[src/rtl/sel_monitor.sv]
// sel_monitor: receive-side checker for the active-low walking-LED select bus.
// Define SEL_MON_SYNC_EN to put a 2-flop synchronizer ahead of the sample register.
module sel_monitor #(
  parameter int STEP_W = 8
) (
  input  logic              clk,
  input  logic              rst_n,
  input  logic [7:0]        sel_i,
  input  logic              clr_i,
  output logic [3:0]        pos_o,
  output logic              dir_o,
  output logic              moved_o,
  output logic              illegal_o,
  output logic              err_o,
  output logic [STEP_W-1:0] step_cnt_o
);
  typedef enum logic [1:0] {IDLE, TRACK, FAULT} state_t;
  state_t            state_q;
  logic [7:0]        sel_in, sel_q, prev_q, inv;
  logic [3:0]        pos_q, cur, fwd_tgt, rev_tgt;
  logic              dir_q, moved_q, illegal_q, err_q;
  logic              valid, fwd, rev, legal, fresh, bad;
  logic [STEP_W-1:0] cnt_q;
`ifdef SEL_MON_SYNC_EN
  logic [7:0] s1_q, s2_q;
  always_ff @(posedge clk or negedge rst_n) begin
    if (!rst_n) begin
      s1_q <= 8'hFF;
      s2_q <= 8'hFF;
    end else begin
      s1_q <= sel_i;
      s2_q <= s1_q;
    end
  end
  assign sel_in = s2_q;
`else
  assign sel_in = sel_i;
`endif
  // prev_q lets a held sample be judged only once, so pulses never repeat
  always_ff @(posedge clk or negedge rst_n) begin
    if (!rst_n) begin
      sel_q  <= 8'hFF;
      prev_q <= 8'hFF;
    end else begin
      sel_q  <= sel_in;
      prev_q <= sel_q;
    end
  end
  assign inv = ~sel_q;
  always_comb begin
    cur = 4'd0;
    for (int b = 0; b < 8; b++)
      if (inv[b]) cur = 4'(8 - b);
  end
  assign valid   = (inv & (inv - 8'd1)) == 8'd0;
  assign fwd_tgt = (pos_q == 4'd0 || pos_q == 4'd8) ? 4'd1 : pos_q + 4'd1;
  assign rev_tgt = (pos_q <= 4'd1) ? 4'd8 : pos_q - 4'd1;
  assign fwd     = valid && cur == fwd_tgt;
  assign rev     = valid && cur == rev_tgt;
  assign legal   = valid && (cur == pos_q || cur == 4'd0 || fwd || rev);
  assign fresh   = sel_q != prev_q;
  assign bad     = fresh && !legal;
  always_ff @(posedge clk or negedge rst_n) begin
    if (!rst_n) begin
      state_q   <= IDLE;
      pos_q     <= 4'd0;
      dir_q     <= 1'b1;
      moved_q   <= 1'b0;
      illegal_q <= 1'b0;
      err_q     <= 1'b0;
      cnt_q     <= '0;
    end else begin
      moved_q   <= 1'b0;
      illegal_q <= 1'b0;
      if (bad) begin
        illegal_q <= 1'b1;
        err_q     <= 1'b1;
        state_q   <= FAULT;
      end else if (state_q == FAULT) begin
        if (legal) begin
          pos_q <= cur;
          dir_q <= fwd ? 1'b1 : rev ? 1'b0 : dir_q;
        end
        if (clr_i && valid) begin
          err_q   <= 1'b0;
          pos_q   <= cur;
          state_q <= (cur == 4'd0) ? IDLE : TRACK;
        end
      end else if (fwd || rev) begin
        pos_q   <= cur;
        dir_q   <= fwd;
        moved_q <= 1'b1;
        cnt_q   <= fwd ? cnt_q + STEP_W'(1) : cnt_q - STEP_W'(1);
        state_q <= TRACK;
      end else if (cur == 4'd0) begin
        pos_q   <= 4'd0;
        state_q <= IDLE;
      end
    end
  end
  assign pos_o      = pos_q;
  assign dir_o      = dir_q;
  assign moved_o    = moved_q;
  assign illegal_o  = illegal_q;
  assign err_o      = err_q;
  assign step_cnt_o = cnt_q;
endmodule

[config.mk]
export PLATFORM = sky130hd
export DESIGN_NAME = sel_monitor
export DESIGN_NICKNAME = d
export VERILOG_FILES = /design/src/rtl/sel_monitor.sv
export SDC_FILE = /design/constraint.sdc
export NUM_CORES = 1
export LEC_CHECK = 0
export ABC_AREA = 1
export CORE_AREA = 2 2 112 60
export CTS_CLUSTER_SIZE = 8
export DETAILED_ROUTE_END_ITERATION = 8
export DIE_AREA = 0 0 114 62
export PLACE_DENSITY_LB_ADDON = 0.3
export SLEW_MARGIN = 20
export SYNTH_ARGS = -nofsm -noshare
export SYNTH_HDL_FRONTEND = slang
export SYNTH_SLANG_ARGS = --single-unit
[constraint.sdc]
create_clock -name clk -period 3.1 [get_ports clk]
set_input_delay 0.775 -clock clk [delete_from_list [all_inputs] [get_ports clk]]
set_output_delay 0.775 -clock clk [all_outputs]
set_load 0.1 [all_outputs]
==> flow_metrics.env <==
export IMPL_routed_wl_mm=5.51
export IMPL_synth_fa_ha_area_frac=0.0567
export IMPL_crit_fanout=7
export IMPL_cts_buffers=5
export IMPL_finalCriticalPeriod_ps=2860
export IMPL_report_power_total_mw=1.93
export IMPL_synth_simple_gate_area_share=0.393
export IMPL_synth_top_family_by_area="simple AND/OR/NAND/NOR gates"
export IMPL_clk_pin_slew_worst_paths_ps=60
export IMPL_first_iter_violations=117
export IMPL_die_area_um2=7070
export IMPL_rows=21
export IMPL_yosysSeqAreaShare=0.373
export IMPL_ir_drop_mv=0.349
export IMPL_drive_gt1_frac=0.336
export IMPL_worstSetupEndpointType="flop"
export IMPL_syn_nets=335
export IMPL_fp_dieW_um=114
export IMPL_synth_main_ff_cell="dfstp_2"
export IMPL_wl_per_cell_um=12.3
export IMPL_muxShareOfSynthArea=0
export IMPL_register_area_um2=878
export IMPL_multi_input_area_um2=1390
export IMPL_p_leak_nw=1.59
export IMPL_clk_latency_ps=280
export IMPL_use_met3=0.0427
export IMPL_firstDrtPassIters=4
export IMPL_async_flop_share=1.00
export IMPL_place_congestion=0.882
export IMPL_outcome="finished, final reports clean"
export IMPL_critPathLaunchType="flop"
export IMPL_cts_sinks=34
export IMPL_relSlewSlack=0.687
export IMPL_cts_tree="done"
export IMPL_worst_path_buf_inv=2
export IMPL_fp_coreArea_um2=6250
export IMPL_synth_xor_area_frac=0.0412
export IMPL_synthToLayoutAreaGrowth_pct=31.6
export IMPL_grtUsageMet2=0.199
export IMPL_cts_htree_levels=2
export IMPL_synth_seq_cells=34
export IMPL_regToRegEndpoint="step_cnt_o[6]"
export IMPL_avgSynthCellArea_um2=7.45
export IMPL_yosysWarnings=0
export IMPL_start_util=0.374
export IMPL_cp_required_ps=3270
export IMPL_drc=0
export IMPL_worst_r2r_path_depth=18
export IMPL_slew_violations=0
export IMPL_grt_first_pass_wirelength_mm=8.67
export IMPL_vias=2115
export IMPL_r2r_start="sel_q[4]"
export IMPL_grt_overflow=0
export IMPL_dieHeight_um=62
export IMPL_cts_root_buf="clkbuf_16"
export IMPL_antenna_found_initial=0
export IMPL_synth_edf_count=0
export IMPL_critical_path_top_delay_family="simple AND/OR/NAND/NOR gates"
export IMPL_holdPathEnd="prev_q[2]"
export IMPL_antenna_left=0
export IMPL_finalSetupViolations=0
export IMPL_hold_start="sel_q[2]"
export IMPL_track_usage=0.162
export IMPL_crit_path_top_delay_cell="dfstp_2"
export IMPL_nFillCells=609
export IMPL_io_pins=27
export IMPL_grt_busiest_layer="met1"
export IMPL_min_path_type="flop to flop"
export IMPL_max_freq_mhz=350
export IMPL_power_density_nw_per_um2=627
export IMPL_crit_top_cell="nand2_2"
export IMPL_hold_buffers=0
export IMPL_slowest_delay_ps=600
export IMPL_grt_pass1_vias=1764
export IMPL_post_route_period_util=0.921
export IMPL_postLayoutCellArea_um2=3080
export IMPL_r2r_slack_ps=240
export IMPL_cp_arrival_ps=3020
export IMPL_maxCapViolations=0
export IMPL_nNetsFinal=386
export IMPL_syn_area_um2=2340
export IMPL_place_area_um2=2690
export IMPL_hold_path_depth=0
export IMPL_hpwl_mm=4.12
export IMPL_postSynthCellCount=314
export IMPL_synth_compound_area_frac=0.0685
export IMPL_crit_chain="nand2_2, clkinv_1, nand2_1, nand2_2, nand2_4, nand2_1, nand4_1, nor2_2, nand3_4, buf_4, fa_2, nand3_2, nand2_2, a21oi_2, nor2_1, nor2_1, xor2_1, o21ai_2"
export IMPL_vias_per_cell=4.74
export IMPL_antenna_cells=0
export IMPL_hold_viol_final=0
export IMPL_grt_max_degree=35
export IMPL_clock_path_buffers=2
export IMPL_synth_cell_type_count=34
export IMPL_worstMarginPinSlew_ps=466
export IMPL_io_buffers=26
export IMPL_worstSetupPathType="flop to flop"
export IMPL_fin_util=0.492
export IMPL_fin_skew_ps=4.95
export IMPL_met1_usage=0.264
[per-stage QoR]
step | instances | setup TNS (ps) | hold slack (ps) | setup slack, ps
2_1_floorplan | 314 | 0 | 386 | 13.7
3_3_place_gp | 424 | 0 | 405 | 125
3_5_place_dp | 424 | -63.7 | 406 | -63.7
4_1_cts | 432 | 0 | 414 | 21.9
5_1_grt | 446 | -0.478 | 406 | -0.478
6_report | 446 | 0 | 398 | 244
[synth_stat cells, drive strengths merged, types with 4 or more instances]
library cell | count | area [um^2]
nand3 | 29 | 168
inv | 35 | 131
ha | 9 | 113
o21ai | 8 | 62.6
xnor2 | 7 | 61.3
dfstp | 17 | 447
nor2 | 38 | 195
a21oi | 13 | 68.8
nand4 | 4 | 25.0
xor2 | 4 | 35.0
dfrtp | 17 | 425
nand2 | 120 | 500
[worst max path at each step]
stage | startpoint | endpoint | slack, ps | cells after the start
detailed placement | pos_o[1] | step_cnt_o[7] | -60 | 17
global route | pos_o[0] | step_cnt_o[7] | -0.5 | 18
CTS | pos_o[1] | step_cnt_o[7] | 20 | 17
finish | sel_q[4] | step_cnt_o[6] | 240 | 18
global placement | pos_o[1] | step_cnt_o[7] | 120 | 17
floorplan | pos_o[1] | step_cnt_o[7] | 10 | 16
[layout by cell type, fill, tap and decap left out, types with 7 or more instances in the layout]
cell,Yosys,final
a21oi_1,12,10
buf_4,1,37
clkdlybuf4s50_1,0,10
dfrtp_1,17,14
dfstp_2,17,17
inv_1,31,28
inv_2,4,7
nand2_1,106,102
nand2_2,11,14
nand3_1,26,24
nor2_1,29,27
xnor2_1,7,7
[report_power, final]
group	total [mW]	internal (mW)	switching [mW]
clock network	0.641	0.450	0.191
registers	0.540	0.494	0.0454
logic	0.748	0.251	0.497
[routing by layer]
layer | vias to the layer above | share of wire
met5 | - | 0
met4 | 0 | 0.0064
met3 | 4 | 0.054
met2 | 47 | 0.36
met1 | 966 | 0.58
li1 | 1098 | -
[kinds of logic (layout without fill, tap and decap cells)]
logic type | count (synthesis) | count (layout)
flip-flops | 34 | 34
XOR/XNOR | 11 | 11
adder cells (fa/ha/maj) | 10 | 10
AO/OA/AOI/OAI | 25 | 25
AND/OR/NAND/NOR | 195 | 195
buffers and inverters | 39 | 91
[worst register-to-register path: stages (launching register included)]
cell      delay (ps)
dfstp_2          600
nand2_2          100
clkinv_1          70
nand2_1           50
nand2_2           90
nand2_4           80
nand2_1           80
nand4_1          100
nor2_2           180
nand3_4          150
buf_4            170
fa_2             360
nand3_2           90
nand2_2           70
a21oi_2          120
nor2_1            50
nor2_1           120
xor2_1           180
o21ai_2           80
[flip-flops by register name (all words and copies together), names as in the netlist]
| register | flops |
|---|---|
| illegal_o | 1 |
| prev_q | 8 |
| state_q | 2 |
| moved_o | 1 |
| sel_q | 8 |
| pos_o | 4 |
| err_o | 1 |
| dir_o | 1 |
| step_cnt_o | 8 |
[final cells by class]
type / count / area share
Multi-Input combinational cell: 241 / 0.452
Sequential cell: 34 / 0.285
Timing Repair Buffer: 47 / 0.123
Clock buffer: 7 / 0.0533
Inverter: 36 / 0.0439
Tap cell: 80 / 0.0325
Clock inverter: 1 / 0.00976
[timing repair]
action / 4_1_cts / 5_1_grt
pin swaps: 0 / 5
endpoints found under the setup margin: 3 / 4
setup buffers: 0 / 14
resized for setup: 1 / 22
Note: power is estimated with default switching activity, not from simulation.
